--- src/rtl/uart_pkg.sv ---
// Shared types and constants for the UART receive-side controller.
package uart_pkg;

    // Idle-timeout FSM states
    typedef enum logic [1:0] {
        QUIET  = 2'd0,
        ACTIVE = 2'd1,
        FIRE   = 2'd2
    } timeout_state_t;

    // One received character
    typedef logic [7:0] byte_t;

    // Saturation point of the receiver error counter
    localparam int ERR_MAX = 255;

endpackage

--- src/rtl/uart_fifo.sv ---
// Show-ahead byte FIFO: Depth entries, wrap-around pointers, separate fill count.
// Push into a full FIFO succeeds only when a pop happens in the same cycle;
// otherwise the byte is dropped and drop_o flags it. flush_i wins over push/pop.
module uart_fifo
    import uart_pkg::*;
#(
    parameter int Depth = 8
) (
    input  logic                   clk,
    input  logic                   nReset,
    input  logic                   push_i,
    input  logic                   pop_i,
    input  logic                   flush_i,
    input  logic [7:0]             data_i,
    output logic [7:0]             data_o,
    output logic                   valid_o,
    output logic [$clog2(Depth):0] fill_o,
    output logic                   drop_o
);
    localparam int AW = $clog2(Depth);
    localparam int CW = AW + 1;
    localparam logic [CW-1:0] FULL_FILL = CW'(Depth);

    byte_t         mem_q [Depth];
    logic [AW-1:0] wr_ptr_q, wr_ptr_d;
    logic [AW-1:0] rd_ptr_q, rd_ptr_d;
    logic [CW-1:0] fill_q, fill_d;
    logic          empty, full, do_push, do_pop;

    assign empty   = (fill_q == '0);
    assign full    = (fill_q == FULL_FILL);
    assign do_pop  = pop_i && !empty && !flush_i;
    assign do_push = push_i && !flush_i && (!full || do_pop);
    assign drop_o  = push_i && !flush_i && full && !do_pop;

    assign data_o  = mem_q[rd_ptr_q];
    assign valid_o = !empty;
    assign fill_o  = fill_q;

    // Next pointer and fill values; flush returns everything to zero
    always_comb begin
        wr_ptr_d = wr_ptr_q;
        rd_ptr_d = rd_ptr_q;
        fill_d   = fill_q;
        if (flush_i) begin
            wr_ptr_d = '0;
            rd_ptr_d = '0;
            fill_d   = '0;
        end else begin
            if (do_push) wr_ptr_d = wr_ptr_q + AW'(1);
            if (do_pop)  rd_ptr_d = rd_ptr_q + AW'(1);
            if (do_push && !do_pop)      fill_d = fill_q + CW'(1);
            else if (!do_push && do_pop) fill_d = fill_q - CW'(1);
        end
    end

    // Pointer and fill registers
    always_ff @(posedge clk or negedge nReset) begin
        if (!nReset) begin
            wr_ptr_q <= '0;
            rd_ptr_q <= '0;
            fill_q   <= '0;
        end else begin
            wr_ptr_q <= wr_ptr_d;
            rd_ptr_q <= rd_ptr_d;
            fill_q   <= fill_d;
        end
    end

    // Storage array; cleared on reset so the head reads zero out of reset
    always_ff @(posedge clk or negedge nReset) begin
        if (!nReset) begin
            for (int i = 0; i < Depth; i++) mem_q[i] <= '0;
        end else if (do_push) begin
            mem_q[wr_ptr_q] <= data_i;
        end
    end

endmodule

--- src/rtl/uart_rx_ctrl.sv ---
// UART receive-side controller: buffers receiver bytes in uart_fifo, tracks
// overrun and a saturating error count, and optionally raises a one-cycle
// idleTimeout pulse after IdleBits idle bit-times.
// Optional feature macro: UART_RX_CTRL_TIMEOUT_EN (timeout FSM and counter).
// Handshake: a byte transfers on every clk edge where outValid && outReady.
module uart_rx_ctrl
    import uart_pkg::*;
#(
    parameter int Depth      = 8,
    parameter int Oversample = 16,
    parameter int IdleBits   = 20
) (
    input  logic                   clk,
    input  logic                   nReset,
    input  logic [7:0]             rxData,
    input  logic                   rxDone,
    input  logic                   rxErr,
    output logic [7:0]             outData,
    output logic                   outValid,
    input  logic                   outReady,
    output logic [$clog2(Depth):0] fill,
    output logic                   overrun,
    output logic [7:0]             errCount,
    output logic                   idleTimeout,
    input  logic                   clr,
    input  logic                   flush
);
    if (Depth < 2 || (Depth & (Depth - 1)) != 0 || IdleBits < 1 || Oversample < 1) begin : g_param_check
        $error("uart_rx_ctrl: Depth must be a power of two >= 2, IdleBits and Oversample >= 1");
    end

    logic       push, pop, drop;
    logic       overrun_q, overrun_d;
    logic [7:0] err_cnt_q, err_cnt_d;

    // A byte flagged with rxErr is discarded and only counted as an error
    assign push = rxDone && !rxErr;
    assign pop  = outValid && outReady;

    uart_fifo #(.Depth(Depth)) u_fifo (
        .clk     (clk),
        .nReset  (nReset),
        .push_i  (push),
        .pop_i   (pop),
        .flush_i (flush),
        .data_i  (rxData),
        .data_o  (outData),
        .valid_o (outValid),
        .fill_o  (fill),
        .drop_o  (drop)
    );

    // Next sticky overrun and saturating error count; clr has priority
    always_comb begin
        overrun_d = overrun_q;
        err_cnt_d = err_cnt_q;
        if (clr) begin
            overrun_d = 1'b0;
            err_cnt_d = '0;
        end else begin
            if (drop) overrun_d = 1'b1;
            if (rxErr && err_cnt_q != 8'(ERR_MAX)) err_cnt_d = err_cnt_q + 8'd1;
        end
    end

    // Status registers
    always_ff @(posedge clk or negedge nReset) begin
        if (!nReset) begin
            overrun_q <= 1'b0;
            err_cnt_q <= '0;
        end else begin
            overrun_q <= overrun_d;
            err_cnt_q <= err_cnt_d;
        end
    end

    assign overrun  = overrun_q;
    assign errCount = err_cnt_q;

`ifdef UART_RX_CTRL_TIMEOUT_EN
    localparam int IDLE_CYCLES = IdleBits * Oversample;
    localparam int TW          = $clog2(IDLE_CYCLES + 1);
    localparam logic [TW-1:0] RELOAD = TW'(IDLE_CYCLES - 1);

    timeout_state_t state_q;
    logic [TW-1:0]  cnt_q;
    logic           idle_q;

    // Idle-timeout FSM: arms on a received byte, counts down, pulses once
    always_ff @(posedge clk or negedge nReset) begin
        if (!nReset) begin
            state_q <= QUIET;
            cnt_q   <= '0;
            idle_q  <= 1'b0;
        end else if (clr) begin
            state_q <= QUIET;
            cnt_q   <= '0;
            idle_q  <= 1'b0;
        end else begin
            idle_q <= 1'b0;
            case (state_q)
                QUIET: begin
                    if (push) begin
                        state_q <= ACTIVE;
                        cnt_q   <= RELOAD;
                    end
                end
                ACTIVE: begin
                    if (rxDone || rxErr) begin
                        cnt_q <= RELOAD;
                    end else if (cnt_q == '0) begin
                        state_q <= FIRE;
                        idle_q  <= 1'b1;
                    end else begin
                        cnt_q <= cnt_q - TW'(1);
                    end
                end
                FIRE: begin
                    if (push) begin
                        state_q <= ACTIVE;
                        cnt_q   <= RELOAD;
                    end else begin
                        state_q <= QUIET;
                    end
                end
                default: state_q <= QUIET;
            endcase
        end
    end

    assign idleTimeout = idle_q;
`else
    assign idleTimeout = 1'b0;
`endif

endmodule

--- config.mk ---
export PLATFORM = sky130hd
export DESIGN_NAME = uart_rx_ctrl
export DESIGN_NICKNAME = d
export VERILOG_FILES = /design/src/rtl/uart_pkg.sv /design/src/rtl/uart_fifo.sv /design/src/rtl/uart_rx_ctrl.sv
export SDC_FILE = /design/constraint.sdc
export NUM_CORES = 1
export LEC_CHECK = 0
export CAP_MARGIN = 10
export CORE_MARGIN = 2
export CORE_UTILIZATION = 50
export DETAILED_ROUTE_END_ITERATION = 6
export PLACE_DENSITY = 0.76
export RECOVER_POWER = 100
export SETUP_SLACK_MARGIN = 0.1
export SKIP_CTS_REPAIR_TIMING = 1
export SYNTH_ARGS = -nofsm -noshare
export SYNTH_HDL_FRONTEND = slang
export SYNTH_HIERARCHICAL = 1
export SYNTH_SLANG_ARGS = --single-unit
export TNS_END_PERCENT = 1
--- constraint.sdc ---
create_clock -name clk -period 6.5 [get_ports clk]
set_input_delay 1.3 -clock clk [delete_from_list [all_inputs] [get_ports clk]]
set_output_delay 1.3 -clock clk [all_outputs]
set_load 0.02 [all_outputs]
==> results of run 1 <==
[layout by cell type (no fill, tap or decap), drive strengths merged, types with 5 or more instances in the layout]
cell type	netlist	layout
nand3	8	8
ha	5	5
mux2	72	72
clkinv	0	5
mux4	16	16
dfrtp	83	83
clkbuf	4	10
nor2	19	19
nor2b	5	5
xor2	8	8
dlygate4sd3	0	24
clkdlybuf4s50	0	11
[metrics by stage]
step / utilization (%) / area, um2 / power (uW) / hold WS [ps] / cells
after detailed placement: 55.9 / 4530 / 1240 / 487 / 418
final: 57.4 / 4650 / 1560 / 486 / 434
after global placement: 55.9 / 4530 / 1220 / 476 / 418
after CTS: 58.3 / 4720 / 1610 / 507 / 434
after floorplan: - / 4110 / 1050 / 474 / 289
after global routing: 57.4 / 4650 / 1660 / 498 / 434
[path summary, 6_finish.rpt]
path	startpoint	to	slack, ps	cells after the start
worst min-delay path	u_fifo/mem_q[36]	u_fifo/mem_q[36]	490	1
min in group asynchronous	nReset	u_fifo/mem_q[49]	1120	1
worst max register to register	u_fifo/fill_o[0]	u_fifo/fill_o[3]	3340	9
max in group asynchronous	nReset	u_fifo/mem_q[7]	4730	1
worst min register to register	u_fifo/mem_q[36]	u_fifo/mem_q[36]	490	1
worst max-delay path	u_fifo/rd_ptr_q[0]	outData[5]	2210	3
[power groups by stage]
stage	Sequential [uW]	Combinational (uW)	Clock (uW)
after floorplan	657	392	0
after global placement	688	531	0
after detailed placement	691	550	0
after CTS	682	551	371
after global routing	696	565	395
final	681	521	362
[cell families (layout without fill, tap and decap cells)]
| logic type | after synthesis | count (layout) | share of synthesized area (%) |
|---|---|---|---|
| compound gates | 19 | 19 | 3.41 |
| xor+xnor | 10 | 10 | 2.13 |
| fa+ha+maj | 6 | 6 | 2.01 |
| buf+inv | 16 | 56 | 2.22 |
| flops | 83 | 83 | 50.5 |
| mux | 92 | 92 | 30.2 |
| other cells | 1 | 1 | 0.0912 |
| simple gates | 62 | 62 | 9.49 |
[worst max-delay path, stage by stage, from the launching register on]
cell           delay (ps)
dfrtp_1              1100
mux4_2                610
mux2_2                290
dlygate4sd3_1         650
[final cells by class]
class | instances | area, um2 | area share (%)
clock buffers | 10 | 128 | 2.75
multi-input cells | 190 | 1870 | 40.3
well taps | 105 | 131 | 2.83
repair buffers | 36 | 358 | 7.70
flip-flops and latches | 83 | 2080 | 44.7
clock inverters | 6 | 66.3 | 1.43
inverters | 4 | 15.0 | 0.323
[per-layer routing]
metal	track usage (%)	part of all wire, %	vias up
met3	3.83	2.8	9
met1	26.4	47	1269
met5	0	0	-
met2	30.6	49	42
li1	-	-	1140
met4	5.31	1.2	0
[sequential cells by signal (all words and copies together) (netlist names)]
name,flops
u_fifo/fill_o,4
u_fifo/rd_ptr_q,3
overrun,1
errCount,8
u_fifo/wr_ptr_q,3
u_fifo/mem_q,64
==> qor.csv, run 1 <==
stage,metric,value,unit
status,outcome,"finished, final reports clean",
setup_path,Worst Path Max Fanout,18,
clocking,worst-skew pair later-pin latency,340,ps
yosys,Yosys top cell area share,50.5,%
routing,final WL,7.79,mm
floorplanning,Rows,33,
grt,initial antenna violation count,0,
setup_path,Crit path required time,5200,ps
yosys,Synth Cell Area,4110,um2
yosys,Post-synth ARST share,100,%
grt,first-pass GRT wire length,12.9,mm
yosys,"top cells by count, synth","83 x dfrtp_1, 64 x mux2_2, 19 x nor2_1",
floorplanning,Initial Util,50.8,%
yosys,Synth area leaders,"dfrtp_1 50%, mux2_2 18%, mux4_2 8.8%, mux2_4 2.9%, nor2_1 1.7%",
setup_path,Crit. End Element,output pin,
grt,GRT Overall Usage,19.0,%
setup_path,Worst Setup Path Type,reg -> out,
yosys,most common cell in the synthesized netlist,dfrtp_1,
yosys,Post-synth EDFFs,0,
power,Sw Ratio,32.8,%
yosys,Post-Synthesis Cells,289,
floorplanning,I/O pins,38,
yosys,ys flop type,dfrtp_1,
sta,Setup WS post-layout,2210,ps
routing,routed via count,2460,
sta,crit share post-route,66.1,%
sta,Worst Max-Slew Pin Slew,1140,ps
sta,max-slew violations,0,
clocking,CTS sink cnt,83,
sta,setup tns final,0,ps
setup_path,crit path DAT,2990,ps
sta,clk_skew,5.33,ps
power,sequential power share,43.5,%
sta,RSZ-0062 raised after global routing,false,
routing,# DRC,0,
placement,hpwl dp,4.92,mm
clocking,CTS buffer count,9,
routing,Starting DRT DRC Count,192,
sta,Peak Freq,233,MHz
final_layout,share of layout cells above drive strength 1,31.3,%
floorplanning,Core Box Area,8090,um2
setup_path,CP Launch Type,register,
floorplanning,area of the die,8970,um2
final_layout,ant diodes,0,
clocking,Max clock buf depth,2,
worst_hold_path,min-delay worst type,reg -> reg,
sta,Max-slew headroom,24.2,%
sta,final hold viol count,0,
clocking,"CTS clk-pin slew, worst paths",80,ps
routing,vias per std cell,5.67,
placement,routability congestion estimate,0.815,
clocking,CTS tree,built,
power,Clk network pwr share,23.1,%
sta,final setup vio count,0,
yosys,sequential fraction of the synthesis area,50.5,%
placement,port bufs,36,
yosys,Syn Area/Cell,14.2,um2
floorplanning,Die X,94.7,um
clocking,H-tree levels,3,
yosys,Yosys reg bits,83,
power,Pleak,0.00219,uW
power,Pint,1050,uW
power,pwr/cell area,337,nW/um2
power,Psw,513,uW
yosys,yosys warns,6,
sta,Tmin final,4290,ps
routing,router iterations before antenna repair,5,
power,Combinational Power Share,33.3,%
yosys,syn_nets,310,
routing,post-route ant nets,0,
final_layout,FILL cells,674,
clocking,CTS root buf,clkbuf_8,
floorplanning,die height,94.7,um
placement,pre-CTS setup slack,2460,ps
grt,GRT overflow,0,
grt,pin count of the biggest net entering global routing,84,
grt,number of global-route vias before repair,2583,
run,max_cap viols,0,
power,worst-case vdd ir drop,0.133,mV
yosys,post-synth cell types,50,
final_layout,P&R area growth vs syn,13.0,%
routing,WL per Instance,17.9,um
yosys,cell accounting for the most synthesized area,dfrtp_1,
final_layout,Final #Nets,345,
(Power assumes the default switching activity.)
==> run 2: changes to the inputs <==
Settings changed: PLACE_DENSITY 0.76 to 0.79.
Clock period 6.5 ns to 3.9 ns, I/O delays scaled along.
==> run 2 against run 1 <==
Design area up 0.35%. Critical endpoint is now outData[4]. Global-route usage up 0.097 points. Wire length up 1.8%. Clock skew up 2.8 ps. The run now ends with capacitance limit, slew limit left. Highest routed layer unchanged.
==> qor.csv, run 2 (synthesized netlist as in run 1, its figures left out) <==
stage,metric,value,unit,change
floorplanning,die height,94.7,um,unchanged
sta,final setup vio count,0,,unchanged
power,pwr/cell area,557,nW/um2,+66%
placement,hpwl dp,5.11,mm,+3.8%
setup_path,Worst R2R Start,u_fifo/fill_o[0],,
routing,post-route ant nets,0,,unchanged
clocking,CTS sink cnt,83,,unchanged
floorplanning,Rows,33,,unchanged
grt,first-pass GRT wire length,12.9,mm,about the same
floorplanning,area of the die,8970,um2,unchanged
routing,WL per Instance,18.1,um,+1.1%
clocking,CTS tree,built,,
grt,initial antenna violation count,0,,unchanged
run,max_cap viols,1,,+1
placement,routability congestion estimate,0.805,,-1.2%
floorplanning,I/O pins,38,,unchanged
final_layout,max reg flops,64,,unchanged
clocking,worst-skew pair later-pin latency,350,ps,about the same
placement,Post-Place Cells,421,,+0.72%
clocking,CTS buffer count,9,,unchanged
floorplanning,Core Box Area,8090,um2,unchanged
placement,pre-CTS setup slack,611,ps,-1850 ps
setup_path,register-to-register path setup slack,700,ps,-2640 ps
final_layout,Largest Register,u_fifo/mem_q,,
final_layout,Final #Nets,348,,+0.87%
grt,met3 usage,3.11,%,-0.72 points
worst_hold_path,hold path startpoint,u_fifo/mem_q[37],,
setup_path,Reg2Reg Depth,9,,unchanged
routing,routed via count,2476,,+0.65%
setup_path,CP max-delay cell,dlygate4sd3_1,,
grt,GRT Overall Usage,19.1,%,+0.097 points
setup_path,Worst Path Max Fanout,12,,-6
worst_hold_path,min-delay worst type,reg -> reg,,
clocking,H-tree levels,3,,unchanged
final_layout,P&R area growth vs syn,13.4,%,
sta,Setup WS post-layout,459,ps,-1750 ps
sta,Hold Worst Slack,498,ps,+11.4 ps
setup_path,Worst Setup Path Type,reg -> out,,
final_layout,ant diodes,0,,unchanged
setup_path,Crit path required time,3120,ps,-2080 ps
clocking,"CTS clk-pin slew, worst paths",90,ps,about the same
sta,clk_skew,8.12,ps,+2.79 ps
grt,GRT overflow,0,,unchanged
sta,setup tns final,0,ps,unchanged
power,Pleak,0.00218,uW,about the same
sta,final hold viol count,0,,unchanged
final_layout,share of layout cells above drive strength 1,31.6,%,+0.32 points
routing,final WL,7.92,mm,+1.8%
sta,crit share post-route,88.2,%,
sta,Tmin final,3440,ps,
grt,number of global-route vias before repair,2489,,-3.6%
clocking,Max clock buf depth,2,,unchanged
final_layout,post-route cell area,4660,um2,+0.35%
clocking,CTS root buf,clkbuf_8,,
setup_path,RR Endpoint,u_fifo/fill_o[3],,
routing,router iterations before antenna repair,4,,-1
placement,Placed Area,4560,um2,+0.77%
routing,vias per std cell,5.67,,about the same
worst_hold_path,Hold Path Depth,1,,unchanged
grt,pin count of the biggest net entering global routing,84,,unchanged
routing,# DRC,0,,unchanged
grt,GR peak layer,met2,,
final_layout,"most common cell after layout, fill and taps aside",dfrtp_1,,
status,failing checks,"capacitance limit, slew limit",,
setup_path,Crit. End Element,output pin,,
setup_path,critical path's largest stage delay,650,ps,-450 ps
setup_path,CP Launch Type,register,,
worst_hold_path,sink of the worst hold path,u_fifo/mem_q[37],,
grt,M2 GR Usage,30.3,%,-0.35 points
power,worst-case vdd ir drop,0.214,mV,+60%
setup_path,crit-path cells,buf_12 > mux4_2 > mux2_2 > dlygate4sd3_1,,
sta,RSZ-0062 raised after global routing,false,,
sta,max-slew violations,84,,+84
status,outcome,finished with violations,,
sta,Worst Max-Slew Pin Slew,1990,ps,+855 ps
setup_path,crit path DAT,2660,ps,-330 ps
final_layout,most frequent cells in the layout,"83 x dfrtp_1, 64 x mux2_2, 22 x dlygate4sd3_1",,
sta,Peak Freq,291,MHz,
grt,GRT met1 Usage,26.7,%,+0.24 points
sta,Max-slew headroom,-32.8,%,-57 points
routing,Starting DRT DRC Count,200,,+4.2%
final_layout,final std cells w/o fill,437,,+0.69%
floorplanning,Die X,94.7,um,unchanged
floorplanning,Initial Util,50.8,%,unchanged
placement,port bufs,36,,unchanged
## run 2: layout make-up
class / instances / area, um2
multi-input cells: 190 / 1870
well taps: 105 / 131
fillers: 687 / 3430
clock buffers: 10 / 138
flip-flops and latches: 83 / 2080
repair buffers: 39 / 387
inverters: 4 / 15.0
clock inverters: 6 / 48.8
## run 2: where the power goes
part	switching [uW]	internal [uW]
sequential	120	987
clock	321	253
combinational	428	492
## run 2: per-layer routing
layer	share of wire, %	routed length [um]
met1	45	3590
met2	50	3970
met3	3.2	257
met4	1.3	105
met5	0	0
## run 2: how the worst max path moves through the flow
| stage | startpoint | to | cells past startpoint |
|---|---|---|---|
| after global placement | rxErr | u_fifo/fill_o[3] | 10 |
| after global routing | u_fifo/rd_ptr_q[0] | outData[4] | 4 |
| after CTS | u_fifo/rd_ptr_q[0] | outData[4] | 4 |
| final | u_fifo/rd_ptr_q[0] | outData[4] | 4 |
| after floorplan | u_fifo/fill_o[0] | u_fifo/fill_o[3] | 9 |
| after detailed placement | rxErr | u_fifo/fill_o[3] | 10 |
## run 2: critical path, delay by kind of cell, from the launching register on
family,cells,cell delay [ps]
multiplexers,2,800
buffers and inverters,2,880
flip-flops,1,640
## run 2: metrics by stage
stage | total power, uW | util, %
3_5_place_dp | 2090 | 56.4
4_1_cts | 2670 | 58.7
5_1_grt | 2750 | 57.6
3_3_place_gp | 2060 | 56.4
2_1_floorplan | 1750 | -
6_report | 2600 | 57.6
==> run 3: changes to the inputs <==
Settings changed: CORE_ASPECT_RATIO set to 1.25.
==> run 3 against run 2 <==
The flow still finishes with violations (capacitance limit, slew limit). Global-route usage decreased by 0.53 points. Cell count decreased by 1.6%. Hold slack improved by 4.3 ps. Count of clock-buffer cells in the layout increased by 2. Critical path type unchanged. Critical endpoint is now outData[1]. Largest power group unchanged.
==> qor.csv, run 3 (synthesized netlist as in run 1, its figures left out) <==
stage,metric,value,unit,change
status,outcome,finished with violations,,
status,failing checks,"capacitance limit, slew limit",,
sta,setup tns final,0,ps,unchanged
placement,port bufs,36,,unchanged
clocking,CTS buffer count,9,,unchanged
setup_path,Worst R2R Start,u_fifo/fill_o[0],,
floorplanning,Core Box Area,8100,um2,+0.11%
grt,GRT overflow,0,,unchanged
routing,routed via count,2438,,-1.5%
setup_path,Worst Setup Path Type,reg -> out,,
routing,# DRC,0,,unchanged
final_layout,Final #Nets,349,,+0.29%
placement,pre-CTS setup slack,633,ps,+22.0 ps
power,Clk network pwr share,21.8,%,-0.3 points
routing,final WL,7.65,mm,-3.4%
power,sequential power share,42.4,%,-0.2 points
sta,RSZ-0062 raised after global routing,false,,
floorplanning,Die X,85.1,um,-10%
grt,number of global-route vias before repair,2612,,+4.9%
clocking,H-tree levels,3,,unchanged
sta,Tmin final,3360,ps,-77.2 ps
setup_path,CP Launch Type,register,,
clocking,CTS sink cnt,83,,unchanged
floorplanning,Initial Util,50.8,%,-0.055 points
worst_hold_path,sink of the worst hold path,u_fifo/mem_q[32],,
setup_path,RR Endpoint,u_fifo/fill_o[3],,
setup_path,Reg2Reg Depth,9,,unchanged
power,pwr/cell area,554,nW/um2,-0.54%
floorplanning,I/O pins,38,,unchanged
routing,post-route ant nets,0,,unchanged
floorplanning,Rows,37,,+12%
routing,router iterations before antenna repair,6,,+2
routing,vias per std cell,5.67,,about the same
worst_hold_path,min-delay worst type,reg -> reg,,
placement,routability congestion estimate,0.758,,-5.8%
setup_path,crit path DAT,2580,ps,-80 ps
power,Sw Ratio,32.7,%,-0.74 points
worst_hold_path,hold path startpoint,u_fifo/mem_q[32],,
grt,GRT Overall Usage,18.6,%,-0.53 points
clocking,CTS tree,built,,
setup_path,Crit. End Element,output pin,,
sta,crit share post-route,86.2,%,-2.0 points
final_layout,most frequent cells in the layout,"83 x dfrtp_1, 64 x mux2_2, 22 x dlygate4sd3_1",,
sta,Setup WS post-layout,537,ps,+77.2 ps
power,Pleak,0.00220,uW,+0.64%
setup_path,Worst Path Max Fanout,17,,+5
floorplanning,die height,105,um,+11%
power,Overall Power,2570,uW,-1.0%
clocking,"CTS clk-pin slew, worst paths",80,ps,about the same
floorplanning,area of the die,8970,um2,about the same
final_layout,max reg flops,64,,unchanged
worst_hold_path,Hold Path Depth,1,,unchanged
power,Combinational Power Share,35.8,%,+0.4 points
sta,Peak Freq,297,MHz,+2.3%
grt,first-pass GRT wire length,12.9,mm,+0.54%
clocking,Max clock buf depth,2,,unchanged
final_layout,P&R area growth vs syn,12.8,%,
setup_path,Crit path required time,3120,ps,about the same
sta,Max-slew headroom,-33.1,%,-0.32 points
sta,Worst Max-Slew Pin Slew,2000,ps,+4.74 ps
grt,pin count of the biggest net entering global routing,84,,unchanged
power,worst-case vdd ir drop,0.418,mV,+95%
sta,max-slew violations,84,,unchanged
placement,hpwl dp,4.99,mm,-2.3%
routing,WL per Instance,17.8,um,-1.8%
routing,Starting DRT DRC Count,96,,-52%
final_layout,ant diodes,0,,unchanged
clocking,worst-skew pair later-pin latency,350,ps,about the same
sta,Hold Worst Slack,502,ps,+4.33 ps
final_layout,Largest Register,u_fifo/mem_q,,
grt,initial antenna violation count,0,,unchanged
setup_path,register-to-register path setup slack,740,ps,+40 ps
sta,final hold viol count,0,,unchanged
final_layout,share of layout cells above drive strength 1,31.5,%,-0.095 points
sta,final setup vio count,0,,unchanged
final_layout,"most common cell after layout, fill and taps aside",dfrtp_1,,
sta,clk_skew,10.3,ps,+2.16 ps
power,Psw,841,uW,-3.2%
power,Pint,1730,uW,about the same
clocking,CTS root buf,clkbuf_8,,
run,max_cap viols,1,,unchanged
## run 3: cell count changes in the layout (fill, tap and decap cells not counted), sizes merged
cell and change:
clkinv +1, clkbuf +2, clkinvlp -3, buf +1
## run 3: worst max-delay path, cell delays in order, from the launching register on
cell and delay [ps]:
dfrtp_1 880, mux4_2 420, mux2_2 280, dlygate4sd3_1 650
## run 3: routing by layer
layer | GRT usage (%) | wire [um] | up-vias
li1 | - | - | 1142
met1 | 24.2 | 3480 | 1244
met2 | 31.4 | 3830 | 43
met3 | 3.76 | 257 | 9
met4 | 5.44 | 89 | 0
met5 | 0 | 0 | -
## run 3: power groups by stage
stage	Combinational [uW]	Sequential, uW	Clock (uW)
after floorplan	654	1090	0
after global placement	953	1100	0
after detailed placement	978	1110	0
after CTS	983	1090	580
after global routing	1010	1110	615
final	922	1090	560
## run 3: area by class of cell
type                    instances  area, um2
clock buffers                  12        155
fillers                       675       3460
multi-input cells             190       1870
flip-flops and latches         83       2080
repair buffers                 40        382
clock inverters                 4       23.8
well taps                      97        121
inverters                       4       15.0
## run 3: per-stage QoR
step           instance area, um2  utilization, %  std cells
3_5_place_dp                 4550            56.1        414
3_3_place_gp                 4550            56.1        414
6_report                     4640            57.3        430
2_1_floorplan                4110               -        289
5_1_grt                      4640            57.3        430
4_1_cts                      4730            58.3        430
## run 3: worst max-delay path by stage
stage                  startpoint          endpoint  depth (start not counted)
2_1_floorplan    u_fifo/fill_o[0]  u_fifo/fill_o[3]                          9
3_3_place_gp                rxErr  u_fifo/fill_o[3]                         10
3_5_place_dp                rxErr  u_fifo/fill_o[3]                         10
4_1_cts        u_fifo/rd_ptr_q[0]        outData[1]                          4
5_1_grt        u_fifo/rd_ptr_q[0]        outData[1]                          4
6_report       u_fifo/rd_ptr_q[1]        outData[1]                          3
